`src/rtl/sub_32bit_pipe_pkg.sv`:
```
// Shared arithmetic constants for the pipelined subtractor: half-width
// derivation and the elaboration-time width legality check.
package sub_32bit_pipe_pkg;

    localparam int DEFAULT_WIDTH = 32;
    localparam int MIN_WIDTH     = 4;

    // Each pipeline stage handles one half of the operand.
    function automatic int half_of(input int width);
        return width / 2;
    endfunction

    // The split datapath needs an even width with at least two bits per half.
    function automatic bit width_ok(input int width);
        return (width >= MIN_WIDTH) && ((width % 2) == 0);
    endfunction

endpackage

```
`src/rtl/sub_half_stage.sv`:
```
// HALF-wide subtract with borrow-in/borrow-out. The combinational result is
// exposed for flag logic; the registered copy loads only when en is high.
module sub_half_stage #(
    parameter int HALF = 16
) (
    input  logic            clk,
    input  logic            rst,
    input  logic            en,
    input  logic [HALF-1:0] a,
    input  logic [HALF-1:0] b,
    input  logic            bin,
    output logic [HALF-1:0] diff_nxt,
    output logic            bout_nxt,
    output logic [HALF-1:0] diff,
    output logic            bout
);

    logic [HALF:0] full;

    // Zero-extended subtract: the extra top bit is the borrow out of the slice.
    assign full     = {1'b0, a} - {1'b0, b} - {{HALF{1'b0}}, bin};
    assign diff_nxt = full[HALF-1:0];
    assign bout_nxt = full[HALF];

    always_ff @(posedge clk) begin
        if (rst) begin
            diff <= '0;
            bout <= 1'b0;
        end else if (en) begin
            diff <= diff_nxt;
            bout <= bout_nxt;
        end
    end

endmodule

```
`src/rtl/sub_32bit_pipe.sv`:
```
// Two-stage handshaked subtractor: diff = a - b - bin. Stage 1 computes the
// low half, stage 2 consumes its registered borrow to finish the high half.
module sub_32bit_pipe
    import sub_32bit_pipe_pkg::*;
#(
    parameter int WIDTH = DEFAULT_WIDTH
) (
    input  logic             clk,
    input  logic             rst,
    input  logic             in_valid,
    output logic             in_ready,
    input  logic [WIDTH-1:0] a,
    input  logic [WIDTH-1:0] b,
    input  logic             bin,
    output logic             out_valid,
    input  logic             out_ready,
    output logic [WIDTH-1:0] diff,
    output logic             bout,
    output logic             ovf,
    output logic             zero
);

    localparam int HALF = half_of(WIDTH);

    generate
        if (!width_ok(WIDTH)) begin : g_bad_width
            $error("sub_32bit_pipe: WIDTH must be even and >= 4");
        end
    endgenerate

    // Handshake: a beat moves across an interface on the cycle where both
    // valid and ready are high at the rising edge; valid never waits on ready,
    // and a presented result holds stable until it is taken.
    logic s1_valid;
    logic s2_valid;
    logic s2_free;
    logic s1_adv;
    logic in_fire;

    assign s2_free   = ~s2_valid | out_ready;
    assign s1_adv    = s1_valid & s2_free;
    assign in_ready  = ~rst & (~s1_valid | s2_free);
    assign in_fire   = in_valid & in_ready;
    assign out_valid = s2_valid;

    always_ff @(posedge clk) begin
        if (rst) begin
            s1_valid <= 1'b0;
            s2_valid <= 1'b0;
        end else begin
            if (in_fire)
                s1_valid <= 1'b1;
            else if (s1_adv)
                s1_valid <= 1'b0;

            if (s1_adv)
                s2_valid <= 1'b1;
            else if (out_ready)
                s2_valid <= 1'b0;
        end
    end

    // Stage 1: low half plus the high operand halves carried forward.
    logic [HALF-1:0] s1_diff_nxt;
    logic            s1_bout_nxt_unused;
    logic [HALF-1:0] diff_lo_s1;
    logic            borrow1;
    logic [HALF-1:0] a_hi_q;
    logic [HALF-1:0] b_hi_q;
    logic            lo_zero_q;

    sub_half_stage #(.HALF(HALF)) u_stage_lo (
        .clk      (clk),
        .rst      (rst),
        .en       (in_fire),
        .a        (a[HALF-1:0]),
        .b        (b[HALF-1:0]),
        .bin      (bin),
        .diff_nxt (s1_diff_nxt),
        .bout_nxt (s1_bout_nxt_unused),
        .diff     (diff_lo_s1),
        .bout     (borrow1)
    );

    always_ff @(posedge clk) begin
        if (rst) begin
            a_hi_q    <= '0;
            b_hi_q    <= '0;
            lo_zero_q <= 1'b0;
        end else if (in_fire) begin
            a_hi_q    <= a[WIDTH-1:HALF];
            b_hi_q    <= b[WIDTH-1:HALF];
            lo_zero_q <= (s1_diff_nxt == '0);
        end
    end

    // Stage 2: high half with the stage-1 borrow; its borrow is the full borrow.
    logic [HALF-1:0] diff_hi_nxt;
    logic            s2_bout_nxt_unused;
    logic [HALF-1:0] diff_hi_q;
    logic [HALF-1:0] diff_lo_s2;
    logic            bout_q;
    logic            ovf_q;
    logic            zero_q;

    sub_half_stage #(.HALF(HALF)) u_stage_hi (
        .clk      (clk),
        .rst      (rst),
        .en       (s1_adv),
        .a        (a_hi_q),
        .b        (b_hi_q),
        .bin      (borrow1),
        .diff_nxt (diff_hi_nxt),
        .bout_nxt (s2_bout_nxt_unused),
        .diff     (diff_hi_q),
        .bout     (bout_q)
    );

    // Signed overflow: operand signs differ and the result sign leaves a's.
    always_ff @(posedge clk) begin
        if (rst) begin
            diff_lo_s2 <= '0;
            ovf_q      <= 1'b0;
            zero_q     <= 1'b0;
        end else if (s1_adv) begin
            diff_lo_s2 <= diff_lo_s1;
            ovf_q      <= (a_hi_q[HALF-1] ^ b_hi_q[HALF-1]) &
                          (diff_hi_nxt[HALF-1] ^ a_hi_q[HALF-1]);
            zero_q     <= lo_zero_q & (diff_hi_nxt == '0);
        end
    end

    assign diff = {diff_hi_q, diff_lo_s2};
    assign bout = bout_q;
    assign ovf  = ovf_q;
    assign zero = zero_q;

endmodule

```
`config.mk`:
```
export PLATFORM = sky130hd
export DESIGN_NAME = sub_32bit_pipe
export DESIGN_NICKNAME = d
export VERILOG_FILES = /design/src/rtl/sub_32bit_pipe_pkg.sv /design/src/rtl/sub_half_stage.sv /design/src/rtl/sub_32bit_pipe.sv
export SDC_FILE = /design/constraint.sdc
export NUM_CORES = 1
export LEC_CHECK = 0
export BUFFER_PORTS_ARGS = -buffer_cell sky130_fd_sc_hd__buf_2
export CAP_MARGIN = 20
export CORE_ASPECT_RATIO = 0.8
export CORE_MARGIN = 2
export CORE_UTILIZATION = 40
export DETAILED_ROUTE_END_ITERATION = 12
export PLACE_DENSITY_LB_ADDON = 0.12
export SLEW_MARGIN = 20
export SYNTH_ARGS = -nofsm -noshare
export SYNTH_HDL_FRONTEND = slang
export SYNTH_SLANG_ARGS = --single-unit
```
`constraint.sdc`:
```
create_clock -name clk -period 5.2 [get_ports clk]
set_input_delay 1.04 -clock clk [delete_from_list [all_inputs] [get_ports clk]]
set_output_delay 1.04 -clock clk [all_outputs]
set_load 0.05 [all_outputs]
```
**Word level (Yosys, flattened, before mapping)**

Cells that the tools add are included.

- Add/sub/neg operators: 4
- Mux-type cells: 4
- Bitwise logic cells: 12
- Reductions and logical operators: 4

Operator list:

| cell | number |
|---|---|
| 16-bit by 16-bit subtractor with 17-bit output | 2 |
| 17-bit by 1-bit subtractor with 17-bit output | 2 |
| 16-bit logical NOT | 2 |
| 1-bit AND | 5 |
| 1-bit two-way mux | 4 |
| 2-bit nonzero test | 2 |
| 1-bit inverter | 3 |
| 1-bit OR | 2 |
| 1-bit bitwise XOR | 2 |

- Bits in registers: 87
- Bits of input ports: 69
- Output and inout port bits: 37
- Word-level logic and storage cells: 36

**Depth between registers and ports, before layout**

- Depth in word-level cells: 6
- Gate-level depth with buffers: 11
- Mapped depth without buffers: 11

**Hierarchy**

A second synthesis with hierarchy kept.

- Cell total of the unflattened synthesis: 705
- Area, all modules: 6093.3 µm²

Modules (own cells, without submodules):

| module | times used | cells each | area an instance (µm²) | sequential area each (µm²) |
|---|---|---|---|---|
| sub_32bit_pipe | 1 | 213 | 2289.7 | 1061.0 |
| sub_half_stage at u_stage_hi | 1 | 246 | 1905.6 | 340.3 |
| sub_half_stage at u_stage_lo | 1 | 246 | 1898.1 | 340.3 |

**Worst setup path after synthesis**

No wires, ideal clock.

- Path type: input to register
- Start point: in b[0]
- End point: reg lo_zero_q
- Setup time: 0.120 ns
- Data arrival time: 3.248 ns
- Setup slack: 1.832 ns
- Stages: 10
- Path buffers: 0
- Path through: inv_1 -> fa_1 -> ha_1 -> o21ai_0 -> a211oi_4 -> a2111oi_4 -> or4_1 -> and3b_1 -> o2111ai_1 -> o21ai_1

- Longest elaborated chain between the ends: 3

Ends and longest elaborated chain:

| item | line | source |
|---|---|---|
| start: declaration | sub_32bit_pipe.sv:13 | `input logic [WIDTH-1:0] b,` |
| 16-bit by 16-bit subtractor with 17-bit output | sub_half_stage.sv:21 | `assign full = {1'b0, a} - {1'b0, b} - {{HALF{1'b0}}, bin};` |
| 17-bit by 1-bit subtractor with 17-bit output | sub_half_stage.sv:21 |  |
| 16-bit logical NOT | sub_32bit_pipe.sv:93 | `lo_zero_q <= (s1_diff_nxt == '0);` |
| end signal: assignment | sub_32bit_pipe.sv:93 |  |
| end: declaration | sub_32bit_pipe.sv:70 | `logic lo_zero_q;` |

Every way passes these cells.
A chain may end at the register's enable or synchronous reset.

**Final worst setup path**

- Start point: in a[0]
- End point: reg lo_zero_q

- Longest elaborated chain between the ends: 3

Ends and longest elaborated chain:

| item | line | source |
|---|---|---|
| start: declaration | sub_32bit_pipe.sv:12 | `input logic [WIDTH-1:0] a,` |
| 16-bit by 16-bit subtractor with 17-bit output | sub_half_stage.sv:21 |  |
| 17-bit by 1-bit subtractor with 17-bit output | sub_half_stage.sv:21 |  |
| 16-bit logical NOT | sub_32bit_pipe.sv:93 |  |

Every way passes these cells.

==> implementation parameters <==
Parameter                              Value

Worst setup path
  Worst Setup End Kind    flop
  Top fanout value on the critical path    5
  Startpoint class of the critical path    input port
  Worst flop-to-flop path endpoint    zero
  Kind of critical path    in2reg
  Worst Path Arrival    3.82 ns
  Worst path cell trace    buf_2, fa_1, inv_1, ha_1, o21ai_0, a211oi_4, a211oi_1, o311ai_0, a2111oi_0, o2111ai_1, o21ai_1
  Largest delay contributor family on the critical path    compound AO/OA/AOI/OAI gates
  Origin of the critical flop-to-flop path    b_hi_q[0]
  Total buffers and inverters traversed by the critical path    2
  Depth of the most critical reg-to-reg path    11
  R2r setup slk    2.04 ns
  Crit path max-delay cell type    fa_1
  Worst path required time    5.49 ns
  Delay contributed by the slowest stage of the critical path    0.56 ns

Routing
  Number of routed nets with antenna violations    0
  Routed vias/inst    4.96
  DRC violation count after routing    0
  Post-DR wirelength/cell    13.7 um
  Starting DRT DRC Count    232
  Total Routed Length    13.2 mm
  Vias    4761
  Drt first pass iters    4

Power
  Fraction of power spent switching nets    0.363
  Combinational share of power    0.356
  Part of the total power dissipated in sequential elements    0.341
  Total power divided by cell area    345 mW/mm^2
  Reported net switching power    0.810 mW
  Leakage    3.03 nW
  Peak supply drop    270 uV
  Internal power component    1.42 mW
  Part of the power in the clock network    0.303
  Total design power    2.23 mW

Layout
  Most common cell after layout, fill and taps aside    nand2_1
  Synth-to-layout area growth    18.0%
  Final non-filler cell total    960
  Sequential standard cell area    0.00174 mm^2
  Core Util, Final    0.480
  Antenna cells    0
  Area of the multi-input gates    0.00325 mm^2
  Fill count    1326
  Final Net Count    908
  Commonest non-fill, non-tap cells in the layout    nand2_1, buf_2, inv_1, dfxtp_1, ha_1
  Fraction of final layout cells with drive strength greater than 1    0.185

Synthesis
  Cell count after synthesis    684
  Mux cell area share after synthesis    0.00366
  Area share of fa/ha/maj cells after synthesis    0.152
  Share of the synthesized area in compound gates (AO/OA/AOI/OAI)    0.182
  Yosys synthesis warning count    0
  Post-synthesis share of cell area spent on and, or, nand and nor gates    0.221
  Primary flip-flop cell chosen by synthesis mapping    dfxtp_1
  Post-synthesis average cell area    8.00 um^2
  Sequential-to-total area share from yosys stat    0.318
  Ys async rst share    0
  Number of flip-flops and latches in the synthesized netlist    87
  Xor and xnor area share after synthesis    0.0352
  Library cells used by synthesis    61
  Post-synthesis instance area    0.00547 mm^2
  Post-synthesis net count    817
  Dominant combinational cell family by area after synthesis    simple AND/OR/NAND/NOR gates
  Number of enable flip-flop cells after synthesis    0

Timing
  Maximum clock rate    0.283 GHz
  Setup Skew    0.0121 ns
  Transition time at the pin with the least slew margin    0.873 ns
  Period utilisation layout    0.680
  Pins over their slew limit    0
  Final hold vios    0
  Worst hold slack    0.452 ns
  Setup tns final    0 ns
  Setup Viol. Count Final    0
  Unrepaired setup endpoints after global routing    false
  Shortest clock period the worst path allows after layout    3.54 ns
  Tightest slew margin relative to the limit    0.417

Clock tree
  CTS tree    done
  Post-CTS repair timing setup buffer count    0
  Number of CTS-inserted buffers    9
  Clock transition at the registers of the reported paths    0.06 ns
  Number of buffers inserted for hold repair after clock tree synthesis    0
  Clk Latency, worst-skew pair    0.36 ns
  Clock Sinks    87
  Worst-case clock buffer depth    2
  CTS root buf    clkbuf_16
  Deepest level of the CTS H-tree    3
  CTS resizes    0

Die
  Area of the die    0.0146 mm^2
  Number of ports placed on the die boundary    106
  Placeable Area    0.0135 mm^2
  Die Ht    109 um
  Placement row count    38
  Die width    135 um
  Initial Util    0.407

Global routing
  Vias in the first global route    4223
  Largest net degree at the start of global routing    80
  Final global-route overflow total    0
  Overall routing resource usage    0.182
  Wire length of the first global-routing pass    21.1 mm
  Initial antenna violation count    0

Hold path
  Hold Path Cell Cnt    2
  Hold wc startpoint    u_stage_lo.diff[0]
  Worst min-delay path category    reg2reg
  Worst Hold Endpoint    diff_lo_s2[0]

Place
  Dpl hpwl    9.92 mm
  Final estimated routing congestion in global placement    0.862
  Placed Cells incl. Taps    944
  # port buffers    105

Run
  # Max-Cap Violations    0

Status
  Outcome    finished clean
[logic make-up after synthesis]
group                      count (synthesis)
xor gates and xnor gates                  22
AOI/OAI and AO/OA                        140
muxes                                      2
DFF                                       87
and+or+nand+nor                          240
buffers and inverters                    129
adders and majority gates                 64
[how the worst max path moves through the flow]
stage / cells after the start / slack, ns / end / from
global route: 11 / 1.52 / lo_zero_q / a[0]
detailed placement: 11 / 1.31 / lo_zero_q / a[0]
finish: 11 / 1.66 / lo_zero_q / a[0]
floorplan: 10 / 1.83 / lo_zero_q / b[0]
CTS: 11 / 1.67 / lo_zero_q / a[0]
global placement: 11 / 1.43 / lo_zero_q / a[0]
[worst min-delay path: stages (launching register included)]
cell     delay, ns
dfxtp_1       0.31
nand2_1       0.05
a21oi_1       0.05
[per-layer routing]
layer,part of all wire,GRT usage
met4,0.0014,0.0436
met1,0.59,0.291
met5,0,0
met3,0.046,0.0432
met2,0.37,0.240
[state kept, by name, summed over array words and instances, names as in the netlist]
name,cells
a_hi_q,16
b_hi_q,16
diff_lo_s2,16
u_stage_hi.diff,16
u_stage_lo.diff,16
lo_zero_q,1
out_valid,1
ovf,1
s1_valid,1
u_stage_hi.bout,1
u_stage_lo.bout,1
zero,1
[metrics by stage]
step / area (um^2) / worst slack [ns]
2_1_floorplan: 5470 / 1.83
3_3_place_gp: 6150 / 1.43
3_5_place_dp: 6150 / 1.31
4_1_cts: 6460 / 1.67
5_1_grt: 6460 / 1.52
6_report: 6460 / 1.66
[synth_stat cells (all sizes together) (5+ instances only)]
library cell,count,area (um^2)
a2111oi,5,81.3
nor3,15,75.1
nand2,116,435
nor2,24,90.1
buf,6,22.5
nand3b,37,278
a211oi,13,123
o21ai,20,104
clkbuf,24,90.1
nand2b,5,31.3
xnor2,14,123
nand3,7,35.0
o31ai,21,163
xor2,8,70.1
and3,5,31.3
dfxtp,87,1740
a21oi,41,205
inv,99,372
a31oi,6,37.5
a21o,7,55.1
ha,60,751
[layout make-up]
cell class | count | area share
multi-input cells | 468 | 0.503
flip-flops and latches | 87 | 0.270
repair buffers | 110 | 0.0872
inverters | 99 | 0.0575
clock buffers | 10 | 0.0370
well taps | 180 | 0.0349
clock inverters | 6 | 0.0107
[power by group through the flow]
stage | Sequential (mW) | Clock [mW] | Combinational, mW
5_1_grt | 0.767 | 0.719 | 0.883
2_1_floorplan | 0.846 | 0 | 0.521
4_1_cts | 0.760 | 0.693 | 0.791
3_3_place_gp | 0.773 | 0 | 0.778
3_5_place_dp | 0.775 | 0 | 0.787
6_report | 0.760 | 0.675 | 0.793
Power figures use the tool's default switching activity.
